`src/rtl/serial_adder.sv`:
```
// Bit-serial adder: one full-adder slice (two half adders + OR) with a recirculating
// carry, LSB-first. Optional signed-overflow flag built when SERIAL_ADDER_OVF_EN is defined.

module half_adder (
  input  logic a,
  input  logic b,
  output logic s,
  output logic co
);
  assign s  = a ^ b;
  assign co = a & b;
endmodule

module serial_adder #(
  parameter int WIDTH = 8
) (
  input  logic             clk,
  input  logic             rst,
  input  logic             start,
  input  logic [WIDTH-1:0] a,
  input  logic [WIDTH-1:0] b,
  input  logic             cin,
  output logic             busy,
  output logic             done,
  output logic [WIDTH-1:0] sum,
  output logic             cout,
  output logic             ovf
);
  localparam int CW = $clog2(WIDTH) + 1;

  typedef enum logic {
    IDLE = 1'b0,
    RUN  = 1'b1
  } state_t;

  state_t           r_state;
  logic [WIDTH-1:0] r_ra;
  logic [WIDTH-1:0] r_rb;
  logic [WIDTH-1:0] r_rs;
  logic             r_c;
  logic [CW-1:0]    r_cnt;
  logic             r_busy;
  logic             r_done;

  logic w_s1, w_c1, w_s, w_c2, w_co;
  logic w_last;
  logic w_accept;

  half_adder u_ha0 (.a(r_ra[0]), .b(r_rb[0]), .s(w_s1), .co(w_c1));
  half_adder u_ha1 (.a(w_s1),    .b(r_c),     .s(w_s),  .co(w_c2));
  assign w_co = w_c1 | w_c2;

  assign w_last   = (r_cnt == CW'(WIDTH - 1));
  assign w_accept = (r_state == IDLE) && start;

  // NOTE: sequential state uses non-blocking assignments so every flop samples pre-edge values.
  always_ff @(posedge clk or posedge rst) begin
    if (rst) begin
      r_state <= IDLE;
      r_ra    <= '0;
      r_rb    <= '0;
      r_rs    <= '0;
      r_c     <= 1'b0;
      r_cnt   <= '0;
      r_busy  <= 1'b0;
      r_done  <= 1'b0;
    end else begin
      r_done <= 1'b0;
      case (r_state)
        IDLE: begin
          if (start) begin
            r_ra    <= a;
            r_rb    <= b;
            r_c     <= cin;
            r_rs    <= '0;
            r_cnt   <= '0;
            r_busy  <= 1'b1;
            r_state <= RUN;
          end
        end
        RUN: begin
          r_ra  <= r_ra >> 1;
          r_rb  <= r_rb >> 1;
          r_rs  <= {w_s, r_rs[WIDTH-1:1]};
          r_c   <= w_co;
          r_cnt <= r_cnt + CW'(1);
          if (w_last) begin
            r_busy  <= 1'b0;
            r_done  <= 1'b1;
            r_state <= IDLE;
          end
        end
        default: r_state <= IDLE;
      endcase
    end
  end

  assign busy = r_busy;
  assign done = r_done;
  assign sum  = r_rs;
  assign cout = r_c;

`ifdef SERIAL_ADDER_OVF_EN
  // Overflow = carry into the MSB xor carry out of it, captured as the MSB is processed.
  logic r_ovf;

  always_ff @(posedge clk or posedge rst) begin
    if (rst) begin
      r_ovf <= 1'b0;
    end else if (w_accept) begin
      r_ovf <= 1'b0;
    end else if (r_state == RUN && w_last) begin
      r_ovf <= r_c ^ w_co;
    end
  end

  assign ovf = r_ovf;
`else
  assign ovf = 1'b0;
`endif

endmodule

```
`config.mk`:
```
export PLATFORM = sky130hd
export DESIGN_NAME = serial_adder
export DESIGN_NICKNAME = d
export VERILOG_FILES = /design/src/rtl/serial_adder.sv
export SDC_FILE = /design/constraint.sdc
export NUM_CORES = 1
export LEC_CHECK = 0
export ABC_AREA = 1
export BUFFER_PORTS_ARGS = -buffer_cell sky130_fd_sc_hd__buf_2
export CAP_MARGIN = 30
export CORE_ASPECT_RATIO = 1.2
export CORE_MARGIN = 10
export CORE_UTILIZATION = 30
export CTS_CLUSTER_DIAMETER = 200
export DETAILED_ROUTE_END_ITERATION = 16
export PLACE_DENSITY_LB_ADDON = 0.1
export SYNTH_ARGS = -nofsm -noshare
export SYNTH_HDL_FRONTEND = slang
export SYNTH_HIERARCHICAL = 1
export SYNTH_SLANG_ARGS = --single-unit
```
`constraint.sdc`:
```
create_clock -name clk -period 2.9 [get_ports clk]
set_clock_uncertainty 0.2 [all_clocks]
set_input_delay 0.725 -clock clk [delete_from_list [all_inputs] [get_ports clk]]
set_output_delay 0.725 -clock clk [all_outputs]
set_load 0.01 [all_outputs]
```
# Yosys cells after proc, flatten, opt, wreduce, memory -nomap -nowiden

Index checks and enable logic that the tools add are counted.

Register bits after elaboration: 32
Bits of input ports: 20
Output and inout port bits: 12
Logic and storage cells: 37

$add $sub $neg: 1
Equal/unequal tests: 3
Mux-type cells: 18
Bitwise logic cells: 6
Reduce and logical (&&, ||, !) cells: 1

Operator list:

| operator                                                                | count |
|---|---|
| 8-bit one-hot mux with 2 select lines                                   | 3 |
| 8-bit 2-to-1 mux                                                        | 3 |
| 4-bit one-hot mux with 2 select lines                                   | 1 |
| 1-bit 2-to-1 mux                                                        | 7 |
| 1-bit one-hot mux with 2 select lines                                   | 3 |
| 4-bit by 1-bit adder with 4-bit output, second input constant           | 1 |
| 4-bit by 3-bit == test with 1-bit output, second input constant         | 1 |
| 4-bit 2-to-1 mux                                                        | 1 |
| 1-bit bitwise AND                                                       | 2 |
| 2-bit by 1-bit inequality test with 1-bit output, second input constant | 1 |
| 2-bit inequality test, second input constant                            | 1 |
| 2-bit AND reduction                                                     | 1 |
| 1-bit bitwise XOR                                                       | 2 |
| 1-bit inverter                                                          | 1 |
| 1-bit bitwise OR                                                        | 1 |

# Longest topological paths before layout

Depth in word-level cells: 4
Mapped depth: 6
Gate-level depth less buffers: 5

# Modules after synthesis

Netlist, hierarchy kept.

Modules (own cells, without submodules):

| module       | instances | cells each | area an instance (um2) | sequential area each (um2) |
|---|---|---|---|---|
| serial_adder | 1         | 152        | 1323.8                 | 800.8 |
| half_adder   | 2         | 1          | 12.5                   | 0.0 |

# Worst setup path after synthesis

Ideal clock, no wire load.

Path type: input-to-reg
Start point: in start
End point: reg r_rb[0]
Library setup time: 0.069 ns
Arrival: 1.197 ns
Required time: 2.631 ns
Slack: 1.435 ns
Cell stages on the path: 4
Buffers on the path: 1
Path through: nor2_1 > buf_2 > nand2_1 > nand3_1

Longest elaborated chain between the ends: 1

RTL lines:

| item                                   | line | RTL |
|---|---|---|
| from (decl)                            | 19   | `input logic start,` |
| 2-bit inequality test (no source line) | -    |  |
| to (signal assigned)                   | 83   | `r_rb <= r_rb >> 1;` |
| to (decl)                              | 38   | `logic [WIDTH-1:0] r_rb;` |

Every way passes these cells.
A chain may end at the register's enable or synchronous reset.

# Worst setup path in the final report

Start point: reg r_state
End point: reg r_rb[0]

Longest elaborated chain between the ends: 2
Elaborated cells on any way between the ends: 3
Classes of those cells: eq/ne (1); mux (1); bitwise (1)

RTL lines:

| item                                                                           | line | RTL |
|---|---|---|
| from (decl)                                                                    | 36   | `state_t r_state;` |
| from (signal assigned)                                                         | 59   | `r_state <= IDLE;` |
| from (signal assigned)                                                         | 78   | `r_state <= RUN;` |
| from (signal assigned)                                                         | 90   | `r_state <= IDLE;` |
| 1-bit inverter                                                                 | -    |  |
| 8-bit one-hot mux with 2 select lines or 2-bit inequality test (tied branches) | -    |  |

Several ways; a longest one is shown, not always the timed one.

==> impl_metrics.env <==
export IMPL_arrival_ns=1.72
export IMPL_yosys_register_bits=32
export IMPL_grtUsageTotal_pct=8.84
export IMPL_die_w_um=81.2
export IMPL_max_freq_mhz=564
export IMPL_cp_required_ns=2.85
export IMPL_ys_types=17
export IMPL_dp_hpwl_um=2190
export IMPL_clkLatencyLatePin_ns=0.27
export IMPL_rsz0062_at_grt="false"
export IMPL_cts_sinks=32
export IMPL_cts_buffers=5
export IMPL_clkTransAtPathRegs_ns=0.06
export IMPL_p_per_area_nw_per_um2=890
export IMPL_p_leak_nw=0.878
export IMPL_io_pins=32
export IMPL_tightestPinTransition_ns=0.685
export IMPL_slowest_delay_ns=0.78
export IMPL_via_per_inst=4.44
export IMPL_crit_chain="inv_2 > nand2_1 > inv_2 > nand2_1 > nand3_1"
export IMPL_startpoint_type="flop"
export IMPL_antenna_left=0
export IMPL_start_util_pct=31.4
export IMPL_setup_tns_ns=0
export IMPL_status="finished, final reports clean"
export IMPL_critPathTopFamily="flip-flops"
export IMPL_area_growth_pct=20.2
export IMPL_period_share_pct=61.2
export IMPL_placedCellCount=236
export IMPL_cts_max_level=2
export IMPL_grt_pass1_wl_um=5240
export IMPL_ff2ff_setup_slack_ns=1.13
export IMPL_layout_drive_gt1_share_pct=21.9
export IMPL_hp_class="reg2reg"
export IMPL_drt_iter0_drc=44
export IMPL_fin_crit_ns=1.77
export IMPL_die_area_um2=7590
export IMPL_finalHoldViolations=0
export IMPL_final_nets=210
export IMPL_worst_path_buf_inv=2
export IMPL_avgSynthCellArea_um2=8.76
export IMPL_synth_area_um2=1350
export IMPL_drv_cap=0
export IMPL_drt_wl_total_um=3030
export IMPL_yosysWarningCount=6
export IMPL_cts_hold_buf=0
export IMPL_crit_slowest_cell="dfrtp_1"
export IMPL_critPathCaptureType="flop"
export IMPL_place_congestion=0.740
export IMPL_root_buffer="clkbuf_8"
export IMPL_post_cts_repair_setup_buffers=0
export IMPL_dr_pass1_iters=4
export IMPL_core_area_um2=4290
export IMPL_via_count=1080
export IMPL_seq_area_frac_synth_pct=59.4
export IMPL_synth_cells=154
export IMPL_portBuffers=30
export IMPL_cts_resized=0
export IMPL_setup_viol=0
export IMPL_wl_per_cell_um=12.5
export IMPL_grt_antenna_before_repair=0
export IMPL_diodes=0
export IMPL_drc=0
export IMPL_final_common_cell="nand2_1"
export IMPL_cts_tree="built"
export IMPL_final_cells=243
export IMPL_peakVddDrop_mv=0.416
export IMPL_cts_buffer_depth=2
export IMPL_die_h_um=93.5
export IMPL_std_cell_rows=26
export IMPL_grt_max_degree=33
export IMPL_grt_pass1_vias=1194
export IMPL_path_max_fanout=22
export IMPL_slew_limit_headroom_pct=54.3
export IMPL_drv_slew=0
export IMPL_worstSetupPathType="reg2reg"
export IMPL_synth_nets=177
export IMPL_overflow=0
export IMPL_final_cell_mix="63 x nand2_1, 32 x dfrtp_1, 30 x buf_2, 17 x nand3_1, 12 x inv_1"
[report_power, final]
group | internal (mW) | switching [mW]
clock | 0.163 | 0.144
sequential | 0.610 | 0.109
combinational | 0.175 | 0.243
total | 0.948 | 0.495
[state kept, by name, summed over array words and instances (netlist names)]
name and count:
busy 1, r_cnt 4, r_rb 8, cout 1, done 1, r_ra 8, sum 8, r_state 1
[worst paths after layout]
kind,end,start,depth (start not counted)
setup reg to reg,r_rb[0],r_state,5
setup / recovery,r_rb[0],r_state,5
min in group asynchronous,sum[7],rst,3
hold reg to reg,done,r_cnt[3],1
max in group asynchronous,r_ra[1],rst,3
hold / removal,done,r_cnt[3],1
[layout make-up]
class / count / area [um^2]
clock buffers: 6 / 72.6
fillers: 461 / 2670
flip-flops and latches: 32 / 801
clock inverters: 1 / 5.00
multi-input cells: 102 / 455
inverters: 14 / 52.6
well taps: 56 / 70.1
repair buffers: 32 / 165
[per-layer routing]
metal	vias to the layer above	wire, um	track usage [%]
met5	-	0	0
met4	0	23	3.90
met3	2	298	4.41
met2	24	1410	14.6
met1	509	1290	9.23
li1	545	-	-
[stage by stage]
stage / hold slack, ns / setup WS (ns) / utilization, % / area [um^2] / power, mW
CTS: 0.269 / 1.08 / 37.8 / 1620 / 1.48
floorplan: 0.229 / 1.28 / - / 1350 / 0.999
global route: 0.306 / 0.911 / 37.8 / 1620 / 1.59
global placement: 0.245 / 1.08 / 36.0 / 1540 / 1.15
finish: 0.258 / 1.13 / 37.8 / 1620 / 1.44
detailed placement: 0.260 / 1.08 / 36.0 / 1540 / 1.15
[cells by family (layout without fill, tap and decap cells)]
family                   count (synthesis)  in the layout  share of synthesized area, %
flip-flops                              32             32                          59.4
other                                    1              1                         0.278
AND/OR/NAND/NOR                         86             86                          25.7
adder cells (fa/ha/maj)                  3              3                          2.78
buffers and inverters                   20             53                          6.86
AO/OA/AOI/OAI                           12             12                          5.01
[cells in the mapped netlist]
cell type	instances	share of area [%]
a21oi_1	2	0.74
buf_2	2	0.74
buf_4	2	1.1
buf_6	1	0.83
clkbuf_1	1	0.28
conb_1	1	0.28
dfrtp_1	32	59
ha_1	3	2.8
inv_1	12	3.3
inv_2	2	0.56
nand2_1	63	18
nand3_1	17	6.3
nor2_1	5	1.4
nor2_2	1	0.46
o21ai_0	3	1.1
o21ai_1	1	0.37
o22ai_1	6	2.8
Power figures use the tool's default switching activity.
